--- src/rtl/bdd_result_collector.sv ---
// Collects decision-tree leaf results and emits the majority class per sample.
// Latency: last pop of a sample -> out_valid after NCLASS cycles of counter scan.
// Backpressure: in_ready = FIFO not full; the winner is held in EMIT until out_ready.
module bdd_result_collector #(
  parameter int DEPTH  = 8,
  parameter int NCLASS = 16,
  parameter int TREES  = 4
) (
  input  logic                     clk,
  input  logic                     rst,
  input  logic                     in_valid,
  output logic                     in_ready,
  input  logic [8:0]               in_class,
  output logic                     out_valid,
  input  logic                     out_ready,
  output logic [7:0]               out_class,
  output logic [7:0]               out_votes,
  output logic [$clog2(DEPTH):0]   level,
  output logic                     err
);

  localparam int AW = $clog2(DEPTH);
  localparam int CW = (NCLASS > 1) ? $clog2(NCLASS) : 1;
  localparam logic [AW:0]   FULL_LVL = (AW+1)'(DEPTH);
  localparam logic [AW:0]   PTR_ONE  = (AW+1)'(1);
  localparam logic [8:0]    NCLASS_W = 9'(NCLASS);
  localparam logic [CW-1:0] LAST_IDX = CW'(NCLASS - 1);
  localparam logic [7:0]    LAST_RCV = 8'(TREES - 1);

  typedef enum logic [1:0] {ACCUM, SCAN, EMIT, CLEAR} state_t;

  // FIFO storage and pointers (one extra pointer bit distinguishes full from empty)
  logic [8:0]  mem_q [DEPTH];
  logic [AW:0] wr_ptr_q, wr_ptr_d;
  logic [AW:0] rd_ptr_q, rd_ptr_d;
  logic        push, pop;

  // Vote tally and scan state
  state_t        state_q;
  logic [7:0]    cnt_q [NCLASS];
  logic [7:0]    rcv_q;
  logic [CW-1:0] idx_q;
  logic [7:0]    best_cnt_q;
  logic [7:0]    best_id_q;
  logic          out_valid_q;
  logic [7:0]    out_class_q;
  logic [7:0]    out_votes_q;
  logic          err_q;

  // Popped entry decode and scan comparison
  logic [8:0] pop_dat;
  logic [7:0] pop_id;
  logic       pop_vote;
  logic       scan_hit;
  logic [7:0] scan_cnt_d;
  logic [7:0] scan_id_d;

  assign level    = wr_ptr_q - rd_ptr_q;
  assign in_ready = (level != FULL_LVL);
  assign push     = in_valid && in_ready;
  // Pop decision uses registered occupancy, so a fresh push is never popped on the same edge.
  assign pop      = (state_q == ACCUM) && (level != '0);

  assign pop_dat  = mem_q[rd_ptr_q[AW-1:0]];
  assign pop_id   = pop_dat[7:0];
  assign pop_vote = pop_dat[8] && ({1'b0, pop_id} < NCLASS_W);

  assign out_valid = out_valid_q;
  assign out_class = out_class_q;
  assign out_votes = out_votes_q;
  assign err       = err_q;

  // Next-state pointers and running maximum for the current scan index
  always_comb begin
    wr_ptr_d   = push ? (wr_ptr_q + PTR_ONE) : wr_ptr_q;
    rd_ptr_d   = pop  ? (rd_ptr_q + PTR_ONE) : rd_ptr_q;
    scan_hit   = (cnt_q[idx_q] > best_cnt_q);
    scan_cnt_d = scan_hit ? cnt_q[idx_q] : best_cnt_q;
    scan_id_d  = scan_hit ? 8'(idx_q) : best_id_q;
  end

  // FIFO data write; contents need no reset since occupancy gates every read
  always_ff @(posedge clk) begin
    if (push) mem_q[wr_ptr_q[AW-1:0]] <= in_class;
  end

  // FIFO pointer registers
  always_ff @(posedge clk or posedge rst) begin
    if (rst) begin
      wr_ptr_q <= '0;
      rd_ptr_q <= '0;
    end else begin
      wr_ptr_q <= wr_ptr_d;
      rd_ptr_q <= rd_ptr_d;
    end
  end

  // Collector FSM: tally votes, scan for the winner, hold it, then clear the tally
  always_ff @(posedge clk or posedge rst) begin
    if (rst) begin
      state_q     <= ACCUM;
      for (int i = 0; i < NCLASS; i++) cnt_q[i] <= '0;
      rcv_q       <= '0;
      idx_q       <= '0;
      best_cnt_q  <= '0;
      best_id_q   <= '0;
      out_valid_q <= 1'b0;
      out_class_q <= '0;
      out_votes_q <= '0;
      err_q       <= 1'b0;
    end else begin
      case (state_q)
        ACCUM: begin
          if (pop) begin
            rcv_q <= rcv_q + 8'd1;
            if (pop_vote) begin
              if (cnt_q[pop_id[CW-1:0]] != 8'hFF)
                cnt_q[pop_id[CW-1:0]] <= cnt_q[pop_id[CW-1:0]] + 8'd1;
            end else begin
              err_q <= 1'b1;
            end
            if (rcv_q == LAST_RCV) begin
              state_q    <= SCAN;
              idx_q      <= '0;
              best_cnt_q <= '0;
              best_id_q  <= '0;
            end
          end
        end
        SCAN: begin
          best_cnt_q <= scan_cnt_d;
          best_id_q  <= scan_id_d;
          if (idx_q == LAST_IDX) begin
            state_q     <= EMIT;
            out_valid_q <= 1'b1;
            out_class_q <= scan_id_d;
            out_votes_q <= scan_cnt_d;
          end else begin
            idx_q <= idx_q + CW'(1);
          end
        end
        EMIT: begin
          if (out_ready) begin
            out_valid_q <= 1'b0;
            state_q     <= CLEAR;
          end
        end
        CLEAR: begin
          for (int i = 0; i < NCLASS; i++) cnt_q[i] <= '0;
          rcv_q   <= '0;
          state_q <= ACCUM;
        end
        default: state_q <= ACCUM;
      endcase
    end
  end

endmodule
--- config.mk ---
export PLATFORM = sky130hd
export DESIGN_NAME = bdd_result_collector
export DESIGN_NICKNAME = d
export VERILOG_FILES = /design/src/rtl/bdd_result_collector.sv
export SDC_FILE = /design/constraint.sdc
export NUM_CORES = 1
export LEC_CHECK = 0
export BUFFER_PORTS_ARGS = -buffer_cell sky130_fd_sc_hd__clkbuf_2
export CELL_PAD_IN_SITES_DETAIL_PLACEMENT = 0
export CELL_PAD_IN_SITES_GLOBAL_PLACEMENT = 1
export CORE_ASPECT_RATIO = 0.8
export CORE_UTILIZATION = 50
export CTS_CLUSTER_DIAMETER = 40
export DETAILED_ROUTE_END_ITERATION = 8
export PLACE_DENSITY = 0.82
export SYNTH_ARGS = -nofsm -noshare
export SYNTH_HDL_FRONTEND = slang
export SYNTH_SLANG_ARGS = --single-unit
--- constraint.sdc ---
create_clock -name clk -period 8.1 [get_ports clk]
set_input_delay 1.62 -clock clk [delete_from_list [all_inputs] [get_ports clk]]
set_output_delay 1.62 -clock clk [all_outputs]
set_load 0.01 [all_outputs]
==> key figures, run 1 <==
Floorplan
  • Starting Density: 51.0%
  • Area of the core: 26,300 sq um
  • Die Y: 149 um
  • Die area: 27,500 sq um
  • Top-Level Pins: 36
  • Die Wd: 185 um
  • FP Rows: 53

Place
  • Dpl hpwl: 25,900 um
  • Dpl cells: roughly 1,500
  • Gpl congestion: between 0.9 and 1
  • Port Buf Inserts: 35

Yosys
  • Post-Syn Nets: about 1,200
  • Yosys top cell by area: dfrtp_1
  • Synth cell types: 68
  • Sequential-to-total area share from yosys stat: 50.4%
  • Synthesis-stage register bit count: 256
  • Simple-gate share of the synthesized area: 11.1%
  • Top-area cell type share of the netlist area: approximately a third
  • Post-synth ARST share: 71.9%
  • Largest cells by area after synthesis: dfrtp_1 (34%), edfxtp_1 (16%), mux2i_1 (6.1%), nand2_1 (3.8%), mux4_2 (3.7%)
  • Synth Flop Type: dfrtp_1
  • Largest family of logic cells by synthesized area: compound AO/OA/AOI/OAI gates
  • Synthesized cell area: approximately 13,000 sq um
  • Leading cell types by count after synthesis: dfrtp_1 (184), nand2_1 (135), mux2i_1 (82)
  • Syn Inst Count: 1,180
  • Most frequent cell after synthesis: dfrtp_1
  • Xor and xnor area share after synthesis: 1.11%
  • Synthesis warning total: 0
  • Post-Synth Adder-Cell Area: between 2 and 2.5%
  • EDFF count, synth: 72
  • Syn avg cell area: 11.4 sq um
  • Mux cell area share after synthesis: between 10% and 20%
  • Compound-Gate Fraction of Synth Area: ~20%

Clock tree
  • CTS tree: done
  • CTS Root Cell: clkbuf_16
  • Inserted Clock Buffers: 37
  • Clock Tree Buf Depth: 3
  • TritonCTS Sinks: 256
  • # H-tree levels: 2
  • Post-cts resize count: 0
  • Worst-Skew Late Latency: 0.55 ns
  • Clock slew at reported path FFs: 0.06 ns
  • Hold bufs inserted after CTS: 0
  • Post-CTS Setup Inserts: 0

Global routing
  • Largest net degree at the start of global routing: 111
  • GRT overflow: 0
  • Total track usage: between 20% and 30%
  • Initial antenna violation count: 0
  • Vias in the first global route: 9,840
  • First-pass GRT wire length: 60,100 um

Critical path
  • Worst EP required: 8.49 ns
  • Crit Path Class: flop to flop
  • Worst path cell trace: mux2i_1 -> a22oi_1 -> nand2_1 -> buf_4 -> mux2i_1 -> o22ai_1 -> a2111oi_2 -> nand3_1 -> o21ai_4 -> buf_4 -> or2_1 -> o2bb2ai_1
  • Crit path launch type: flop
  • Setup crit end kind: flop
  • Crit Path Max Fanout: 80
  • Crit path buffers/inverters: 2
  • CP top delay family: compound AO/OA/AOI/OAI gates
  • Arrival time worst endpoint: 6.57 ns
  • Max stage delay cell, worst path: dfrtp_1
  • CP peak stage delay: 0.91 ns

Timing
  • Highest attainable clock frequency: 162 MHz
  • Worst Tran Pin Value: between 1 and 1.5 ns
  • Clk_skew: about 0.028 ns
  • Final setup fails: 0
  • RSZ-0062 raised after global routing: no
  • Setup TNS: 0 ns
  • Tcrit/Tclk final: between 70% and 80%
  • Hold Fails Final Rpt: 0
  • Crit path time final: roughly 6.2 ns
  • Worst slew margin: 23.6%
  • Hold_ws: 0.457 ns
  • Final Max Slew Viols: 0

Power
  • Pint: 3860 uW
  • Sw Pwr: 3250 uW
  • Combinational share of power: 49.6%
  • Leak Pwr: 0.00612 uW
  • Part of the power in registers: 26.9%
  • Clk pwr share: a little under a quarter
  • Net Sw Frac: 45.7%
  • P per Cell Area: 471 nW/um^2
  • VDD IR max: 0.296 mV

Routing
  • Drt drc: 0
  • ANT nets after route: 0
  • Drt via density: 6.55
  • Routed via count: 10,300
  • Initial DRC Count: ~1,200
  • Routed wire length: 38,700 um
  • WL per Instance: 24.6 um
  • First-pass DRT Iterations: 6

Job
  • Max Cap Viol: 0

Finish
  • Final nets: 1,225
  • Area Overhead vs Synth: 12.4%
  • Layout cell share with drive strength beyond 1: 15.5%
  • Diode count: 0
  • Non-Filler Instances: 1,574
  • Fin util: 57.3%

Run status
  • Status: complete, no violations

Worst hold path
  • Hold crit path type: flop to flop
==> placed cells by master, fill, tap and decap left out, types with 17 or more instances in the layout <==
cell type / synthesis / layout
clkbuf_16: 0 / 37
o22ai_1: 23 / 23
a22o_1: 24 / 24
nand3_1: 53 / 53
ha_1: 20 / 20
buf_4: 3 / 17
mux2i_1: 82 / 82
o31ai_1: 23 / 23
o21ai_0: 67 / 67
clkbuf_2: 0 / 35
nor2_1: 38 / 37
dfrtp_1: 184 / 183
nand2_1: 135 / 135
inv_1: 24 / 23
a221oi_1: 18 / 18
and3_1: 23 / 23
mux4_2: 22 / 22
a21oi_1: 41 / 41
o2bb2ai_1: 50 / 50
edfxtp_1: 72 / 72
mux2_2: 18 / 18
==> flip-flops by register name (all words and copies together) (netlist names) <==
name / count
best_cnt_q: 8
mem_q: 72
idx_q: 4
wr_ptr_q: 4
out_valid: 1
state_q: 2
rcv_q: 8
cnt_q: 128
out_class: 8
rd_ptr_q: 4
err: 1
out_votes: 8
best_id_q: 8
==> worst reg2reg max path, cell delays in order (launching register included) <==
cell and delay (ns):
dfrtp_1 0.91, mux2i_1 0.21, a22oi_1 0.80, nand2_1 0.71, buf_4 0.47, mux2i_1 0.24, o22ai_1 0.12, a2111oi_2 0.57
nand3_1 0.30, o21ai_4 0.25, buf_4 0.68, or2_1 0.61, o2bb2ai_1 0.14
==> stage by stage <==
step / instance area [sq um] / power, uW / setup slack (ns)
2_1_floorplan: 13400 / 4400 / 1.48
3_3_place_gp: 13800 / 5320 / 2.17
3_5_place_dp: 13800 / 5360 / 2.08
4_1_cts: 15100 / 7040 / 2.02
5_1_grt: 15100 / 7440 / 1.55
6_report: 15100 / 7110 / 1.92
==> power groups by stage <==
stage | Combinational, uW | Clock [uW] | Sequential, uW
detailed placement | 3440 | 0 | 1920
CTS | 3450 | 1680 | 1910
global route | 3760 | 1740 | 1940
floorplan | 2610 | 0 | 1790
global placement | 3400 | 0 | 1910
finish | 3530 | 1670 | 1920
==> worst paths after layout <==
path,start,endpoint,slack (ns),depth (start not counted)
hold reg to reg,err$_DFFE_PP0P_,err$_DFFE_PP0P_,0.46,1
setup / recovery,rd_ptr_q[0]$_DFFE_PP0P_,cnt_q[50]$_DFFE_PP0P_,1.92,12
min in group asynchronous,rst,cnt_q[93]$_DFFE_PP0P_,1.25,2
setup reg to reg,rd_ptr_q[0]$_DFFE_PP0P_,cnt_q[50]$_DFFE_PP0P_,1.92,12
max in group asynchronous,rst,cnt_q[19]$_DFFE_PP0P_,5.28,3
hold / removal,err$_DFFE_PP0P_,err$_DFFE_PP0P_,0.46,1
==> layout make-up <==
cell class,instances,area (sq um)
Sequential cell,256,6770
Tap cell,357,447
Timing Repair Buffer,52,303
Multi-Input combinational cell,818,6190
Fill cell,2213,11200
Clock buffer,45,1010
Inverter,26,105
Clock inverter,20,272
==> kinds of logic (layout without fill, tap and decap cells) <==
kind of cell / Yosys count / after routing
AOI/OAI and AO/OA: 339 / 339
xor gates and xnor gates: 17 / 17
adders and majority gates: 21 / 21
buffers and inverters: 106 / 143
DFF: 256 / 256
muxes: 126 / 126
and+or+nand+nor: 315 / 315
==> per-layer routing <==
metal / track usage (%) / wire length (um) / vias to the layer above
met4: 8.06 / 937 / 0
met3: 7.44 / 3620 / 84
met2: 40.6 / 16200 / 496
li1: - / - / 4538
met1: 44.1 / 17900 / 5184
met5: 0 / 0 / -
Note: power is estimated with default switching activity, not from simulation.
==> run 2, diff against run 1 <==
--- a/config.mk
+++ b/config.mk
@@ -9,10 +9,10 @@
 export CELL_PAD_IN_SITES_DETAIL_PLACEMENT = 0
 export CELL_PAD_IN_SITES_GLOBAL_PLACEMENT = 1
 export CORE_ASPECT_RATIO = 0.8
-export CORE_UTILIZATION = 50
+export CORE_UTILIZATION = 46
 export CTS_CLUSTER_DIAMETER = 40
 export DETAILED_ROUTE_END_ITERATION = 8
-export PLACE_DENSITY = 0.82
+export PLACE_DENSITY = 0.79
 export SYNTH_ARGS = -nofsm -noshare
 export SYNTH_HDL_FRONTEND = slang
 export SYNTH_SLANG_ARGS = --single-unit
==> constraint.sdc (replaced) <==
create_clock -name clk -period 5.1 [get_ports clk]
set_input_delay 1.02 -clock clk [delete_from_list [all_inputs] [get_ports clk]]
set_output_delay 1.02 -clock clk [all_outputs]
set_load 0.01 [all_outputs]
==> run 2 against run 1 <==
Compared with the run above:
- register-to-register slack lost 1.7 ns
- clock-buffer cell count decreased by 3
- non-clock buffer count increased by 38
- critical path type unchanged
- critical endpoint is now cnt_q[13]$_DFFE_PP0P_
==> key figures, run 2 (same netlist as run 1, synthesis figures left out) <==
Finish
  • Diode count: 0
  • Commonest non-fill, non-tap cell in the layout: dfrtp_1
  • Most flop-heavy register: cnt_q
  • Most frequent cells in the layout: dfrtp_1 (182), nand2_1 (135), mux2i_1 (82)
  • Layout cell share with drive strength beyond 1: 18.1%
  • Max reg flops: 128
  • Final nets: 1,262
  • Area Overhead vs Synth: 14.3%
  • Fill count: about 2,500

Timing
  • Hold Fails Final Rpt: 0
  • Highest attainable clock frequency: 206 MHz
  • Tcrit/Tclk final: 95.3%
  • Worst slew margin: 29.9%
  • Hold_ws: 0.457 ns
  • Setup TNS: 0 ns
  • Final setup fails: 0
  • Crit path time final: ~4.9 ns
  • Clk_skew: 0.0281 ns
  • Final Max Slew Viols: 0
  • RSZ-0062 raised after global routing: no
  • Worst Tran Pin Value: 1.04 ns

Critical path
  • Crit Path Max Fanout: 17
  • Reg2Reg Setup Slack: 0.24 ns
  • RR Endpoint: cnt_q[13]$_DFFE_PP0P_
  • Arrival time worst endpoint: 5.27 ns
  • Crit path launch type: flop
  • R2R cell count: 15
  • Setup crit end kind: flop
  • Crit Path Class: flop to flop
  • Reg2reg start: rd_ptr_q[0]$_DFFE_PP0P_
  • Worst EP required: 5.51 ns
  • CP peak stage delay: 0.59 ns
  • Worst path cell trace: buf_4 -> mux4_2 -> mux2_2 -> nand3_1 -> a21oi_1 -> a2111o_1 -> or3_1 -> ha_1 -> nand4_1 -> a221oi_2 -> nand4_1 -> nor2_1 -> or3_1 -> buf_4 -> o311ai_2
  • Max stage delay cell, worst path: mux4_2

Power
  • P per Cell Area: ~750 nW/um^2
  • Leak Pwr: 0.00627 uW
  • VDD IR max: 0.535 mV

Global routing
  • Largest net degree at the start of global routing: 99
  • Initial antenna violation count: 1
  • Total track usage: 27.7%
  • GRT overflow: 0
  • First-pass GRT wire length: 61,900 um
  • Vias in the first global route: 9,769

Floorplan
  • Die area: about 30,000 sq um
  • Top-Level Pins: 36
  • FP Rows: 55
  • Area of the core: 28,500 sq um
  • Die Y: 155 um
  • Die Wd: 193 um
  • Starting Density: 47.1%

Clock tree
  • # H-tree levels: 2
  • Clock slew at reported path FFs: 0.06 ns
  • Inserted Clock Buffers: 36
  • Worst-Skew Late Latency: 0.54 ns
  • CTS Root Cell: clkbuf_16
  • Clock Tree Buf Depth: 3
  • Hold bufs inserted after CTS: 0
  • CTS tree: done
  • TritonCTS Sinks: approximately 260

Run status
  • Status: complete, no violations

Routing
  • Drt via density: 6.37
  • Routed via count: 10,300
  • ANT nets after route: 0
  • Initial DRC Count: 1,328
  • Routed wire length: 39,700 um
  • First-pass DRT Iterations: 5
  • Drt drc: 0
  • WL per Instance: 24.5 um

Place
  • Port Buf Inserts: 35
  • Gpl congestion: 1.03
  • Dpl hpwl: 28,300 um

Worst hold path
  • Hold Path Origin: err$_DFFE_PP0P_
  • Hold-critical path endpoint: err$_DFFE_PP0P_
  • Hold Path Stages: 1
  • Hold crit path type: flop to flop

Job
  • Max Cap Viol: 0
## run 2: changes by cell type in the layout (fill, tap and decap cells not counted), moves of 3 or more
cell	previous run	this run
buf_4	17	51
inv_6	2	8
buf_12	0	4
bufinv_16	5	2
## run 2: power breakdown
part | total, uW | internal, uW | switching, uW
Sequential | 3010 | 2570 | 445
Clock | 2470 | 1480 | 994
Combinational | 6080 | 2210 | 3870
## run 2: critical path, delay by kind of cell (launching register included)
kind	cells	cell delay (ns)
multiplexers	2	1.06
AND/OR/NAND/NOR	6	1.63
flip-flops	1	0.50
buffers and inverters	2	0.54
adder cells (fa/ha/maj)	1	0.25
AO/OA/AOI/OAI	4	0.74
## run 2: per-layer routing
layer	vias up	part of all wire, %	track usage (%)
met5	-	0	0
li1	4627	-	-
met4	0	1.5	5.84
met3	61	10	9.26
met1	5192	48	44.1
met2	465	40	35.7
## run 2: metrics by stage
stage	utilization, %	instance area (sq um)	setup WS, ns	total power [uW]	instances
6_report	53.9	15300	0.240	11600	1625
5_1_grt	53.9	15300	0.0110	12200	1625
4_1_cts	53.8	15300	0.302	11400	1621
3_5_place_dp	49.6	14100	0.330	8910	1556
3_3_place_gp	49.6	14100	0.425	8900	1556
2_1_floorplan	-	13400	1.01	6990	1180
## run 2: how the worst max path moves through the flow
stage                            startpoint                   endpoint  slack [ns]  depth (start not counted)
floorplan              idx_q[0]$_DFFE_PP0P_  best_cnt_q[3]$_DFFE_PP0P_        1.01                         16
global placement    rd_ptr_q[0]$_DFFE_PP0P_      cnt_q[41]$_DFFE_PP0P_        0.42                         15
detailed placement  rd_ptr_q[0]$_DFFE_PP0P_       cnt_q[3]$_DFFE_PP0P_        0.33                         16
CTS                 rd_ptr_q[0]$_DFFE_PP0P_      cnt_q[13]$_DFFE_PP0P_        0.30                         15
global route        rd_ptr_q[0]$_DFFE_PP0P_      cnt_q[13]$_DFFE_PP0P_        0.01                         15
finish              rd_ptr_q[0]$_DFFE_PP0P_      cnt_q[13]$_DFFE_PP0P_        0.24                         15
## run 2: cell type report
cell class	count	area [sq um]	area share [%]
clock buffers	42	953	6.21
clock inverters	23	238	1.55
inverters	26	101	0.660
multi-input cells	818	6180	40.3
flip-flops and latches	256	6770	44.1
well taps	370	463	3.02
repair buffers	90	638	4.16
## run 2: repair_timing
action | 4_1_cts | 5_1_grt
endpoints found under the setup margin | 0 | 22
buffers inserted | 0 | 4
gates resized for setup | 0 | 1
==> run 3, diff against run 2 <==
--- a/config.mk
+++ b/config.mk
@@ -5,13 +5,13 @@
 export SDC_FILE = /design/constraint.sdc
 export NUM_CORES = 1
 export LEC_CHECK = 0
-export BUFFER_PORTS_ARGS = -buffer_cell sky130_fd_sc_hd__clkbuf_2
 export CELL_PAD_IN_SITES_DETAIL_PLACEMENT = 0
 export CELL_PAD_IN_SITES_GLOBAL_PLACEMENT = 1
 export CORE_ASPECT_RATIO = 0.8
-export CORE_UTILIZATION = 46
+export CORE_UTILIZATION = 47
 export CTS_CLUSTER_DIAMETER = 40
 export DETAILED_ROUTE_END_ITERATION = 8
+export DONT_BUFFER_PORTS = 1
 export PLACE_DENSITY = 0.79
 export SYNTH_ARGS = -nofsm -noshare
 export SYNTH_HDL_FRONTEND = slang
==> run 3 against run 2 <==
Compared with the run above:
- utilization is 1.8 points higher
- maximum frequency rose by 1.2%
- final cell count is 2.0% lower
- worst hold slack better by 0.018 ns
- first-iteration DRC count decreased by 13%
- sequential share of layout area is 0.084 points lower
- setup slack better by 0.057 ns
- via count fell by 0.61%
- critical path depth is 1 lower
- clock-buffer cell count is 1 lower
- wire length rose by 0.17%
- critical path type unchanged
- critical endpoint is now cnt_q[35]$_DFFE_PP0P_
- largest cell class unchanged
==> key figures, run 3 (same netlist as run 1, synthesis figures left out) <==
Floorplan
  • Area of the core: about 28,000 sq um
  • Die Y: 153 um
  • Die Wd: 191 um
  • Die area: 29,200 sq um
  • Top-Level Pins: 36
  • Starting Density: 48.6%
  • FP Rows: 54

Critical path
  • Crit path launch type: flop
  • Setup crit end kind: flop
  • Reg2reg start: rd_ptr_q[0]$_DFFE_PP0P_
  • Crit. Startpoint: rd_ptr_q[0]$_DFFE_PP0P_
  • Arrival time worst endpoint: 5.25 ns
  • Worst EP required: between 5 and 6 ns
  • Crit Path Class: flop to flop
  • Crit Path Max Fanout: 12

Power
  • Leak Pwr: 0.00621 uW
  • P per Cell Area: 766 nW/um^2
  • Net Sw Frac: 45.2%
  • Sw Pwr: 5320 uW
  • Part of the power in registers: between 20% and 30%
  • VDD IR max: 0.430 mV
  • Pint: 6450 uW
  • Combinational share of power: 51.8%
  • Clk pwr share: 22.5%

Place
  • Gpl congestion: a little over 1
  • Dpl cells: 1,525
  • Dpl hpwl: ~28,000 um
  • Port Buf Inserts: 0

Timing
  • Crit path time final: 4.80 ns
  • Final setup fails: 0
  • Clk_skew: 0.0272 ns
  • Worst slew margin: 33.3%
  • Tcrit/Tclk final: between 90% and 100%
  • RSZ-0062 raised after global routing: no
  • Worst Tran Pin Value: 0.994 ns
  • Highest attainable clock frequency: 208 MHz
  • Setup TNS: 0 ns
  • Hold_ws: approximately 0.48 ns
  • Hold Fails Final Rpt: 0
  • Final Max Slew Viols: 0

Global routing
  • Top Usage Layer GRT: met1
  • Met1 Use GR: 42.5%
  • M2 GR Usage: 36.7%
  • Met3 Use GR: 11.0%
  • Total track usage: between 20 and 30%
  • Initial antenna violation count: 1
  • Largest net degree at the start of global routing: 78
  • Vias in the first global route: about 10,000
  • First-pass GRT wire length: roughly 62,000 um
  • GRT overflow: 0

Routing
  • Drt drc: 0
  • ANT nets after route: 0
  • Initial DRC Count: 1,157
  • WL per Instance: 25.0 um
  • First-pass DRT Iterations: 8
  • Drt via density: 6.45
  • Routed wire length: 39,800 um
  • Routed via count: 10,300

Clock tree
  • Worst-Skew Late Latency: 0.54 ns
  • CTS tree: done
  • # H-tree levels: 2
  • Clock slew at reported path FFs: 0.06 ns
  • CTS Root Cell: clkbuf_16
  • Hold bufs inserted after CTS: 0
  • Post-CTS Setup Inserts: 0
  • Post-cts resize count: 0
  • Clock Tree Buf Depth: 3
  • Inserted Clock Buffers: 37
  • TritonCTS Sinks: 256

Run status
  • Status: complete, no violations

Finish
  • Final nets: between 1,000 and 1,500
  • Most frequent cells in the layout: dfrtp_1 (183), nand2_1 (135), mux2i_1 (82)
  • Max reg flops: about 130
  • Area Overhead vs Synth: 14.5%
  • Layout cell share with drive strength beyond 1: 16.1%
  • Commonest non-fill, non-tap cell in the layout: dfrtp_1
  • Most flop-heavy register: cnt_q
  • Non-Filler Instances: about 1,600

Job
  • Max Cap Viol: 0

Worst hold path
  • Hold crit path type: flop to flop
  • Hold Path Origin: best_cnt_q[2]$_DFFE_PP0P_
==> run 3: changes by cell type in the layout (fill, tap and decap cells not counted), sizes merged <==
cell      change
buf           +6
bufinv        +3
clkinvlp      +3
clkbuf       -36
inv           -3
diode         +2
clkinv        -1
==> run 3: cell type report <==
class / count / area [sq um]
fill: 2310 / 12300
sequential: 256 / 6770
multi-input combinational: 818 / 6180
clock buffer: 41 / 961
timing repair buffer: 61 / 571
tap: 364 / 455
clock inverter: 25 / 328
inverter: 26 / 101
antenna: 2 / 5.00
==> run 3: worst paths after layout <==
kind	endpoint	slack, ns	cells after the start
max in group asynchronous	idx_q[0]$_DFFE_PP0P_	3.67	2
hold / removal	best_cnt_q[2]$_DFFE_PP0P_	0.48	2
min in group asynchronous	cnt_q[93]$_DFFE_PP0P_	0.52	1
setup reg to reg	cnt_q[35]$_DFFE_PP0P_	0.30	14
hold reg to reg	best_cnt_q[2]$_DFFE_PP0P_	0.48	2
setup / recovery	cnt_q[35]$_DFFE_PP0P_	0.30	14
==> run 3: through the flow <==
| stage | total power, uW | setup WS [ns] | util (%) | area, sq um |
|---|---|---|---|---|
| 6_report | 11800 | 0.296 | 55.6 | 15400 |
| 5_1_grt | 12400 | 0.0364 | 55.6 | 15400 |
| 4_1_cts | 11600 | 0.396 | 55.6 | 15400 |
| 3_5_place_dp | 8970 | 0.435 | 50.9 | 14100 |
| 3_3_place_gp | 8910 | 0.502 | 50.9 | 14100 |
| 2_1_floorplan | 6990 | 1.01 | - | 13400 |
==> run 3: power by group through the flow <==
stage | sequential (uW) | combinational (uW) | clock [uW]
after floorplan | 2840 | 4150 | 0
after global placement | 3040 | 5870 | 0
after detailed placement | 3040 | 5920 | 0
after CTS | 3020 | 5960 | 2670
after global routing | 3080 | 6520 | 2760
final | 3030 | 6090 | 2650
==> run 3: critical path, cell delays in order, from the launching register on <==
cell,delay (ns)
dfrtp_1,0.70
mux4_2,0.61
mux2_2,0.36
nor2_2,0.40
nand2_1,0.23
o22ai_1,0.33
or3_1,0.24
ha_1,0.21
nand4_1,0.10
a221oi_2,0.29
nand4_1,0.22
o21ai_4,0.28
buf_4,0.27
a21o_1,0.30
o2bb2ai_1,0.17
==> run 3: per-layer routing <==
| metal | vias up | part of all wire [%] |
|---|---|---|
| met5 | - | 0 |
| met4 | 0 | 2.4 |
| met3 | 84 | 11 |
| met2 | 504 | 40 |
| met1 | 5131 | 46 |
| li1 | 4563 | - |
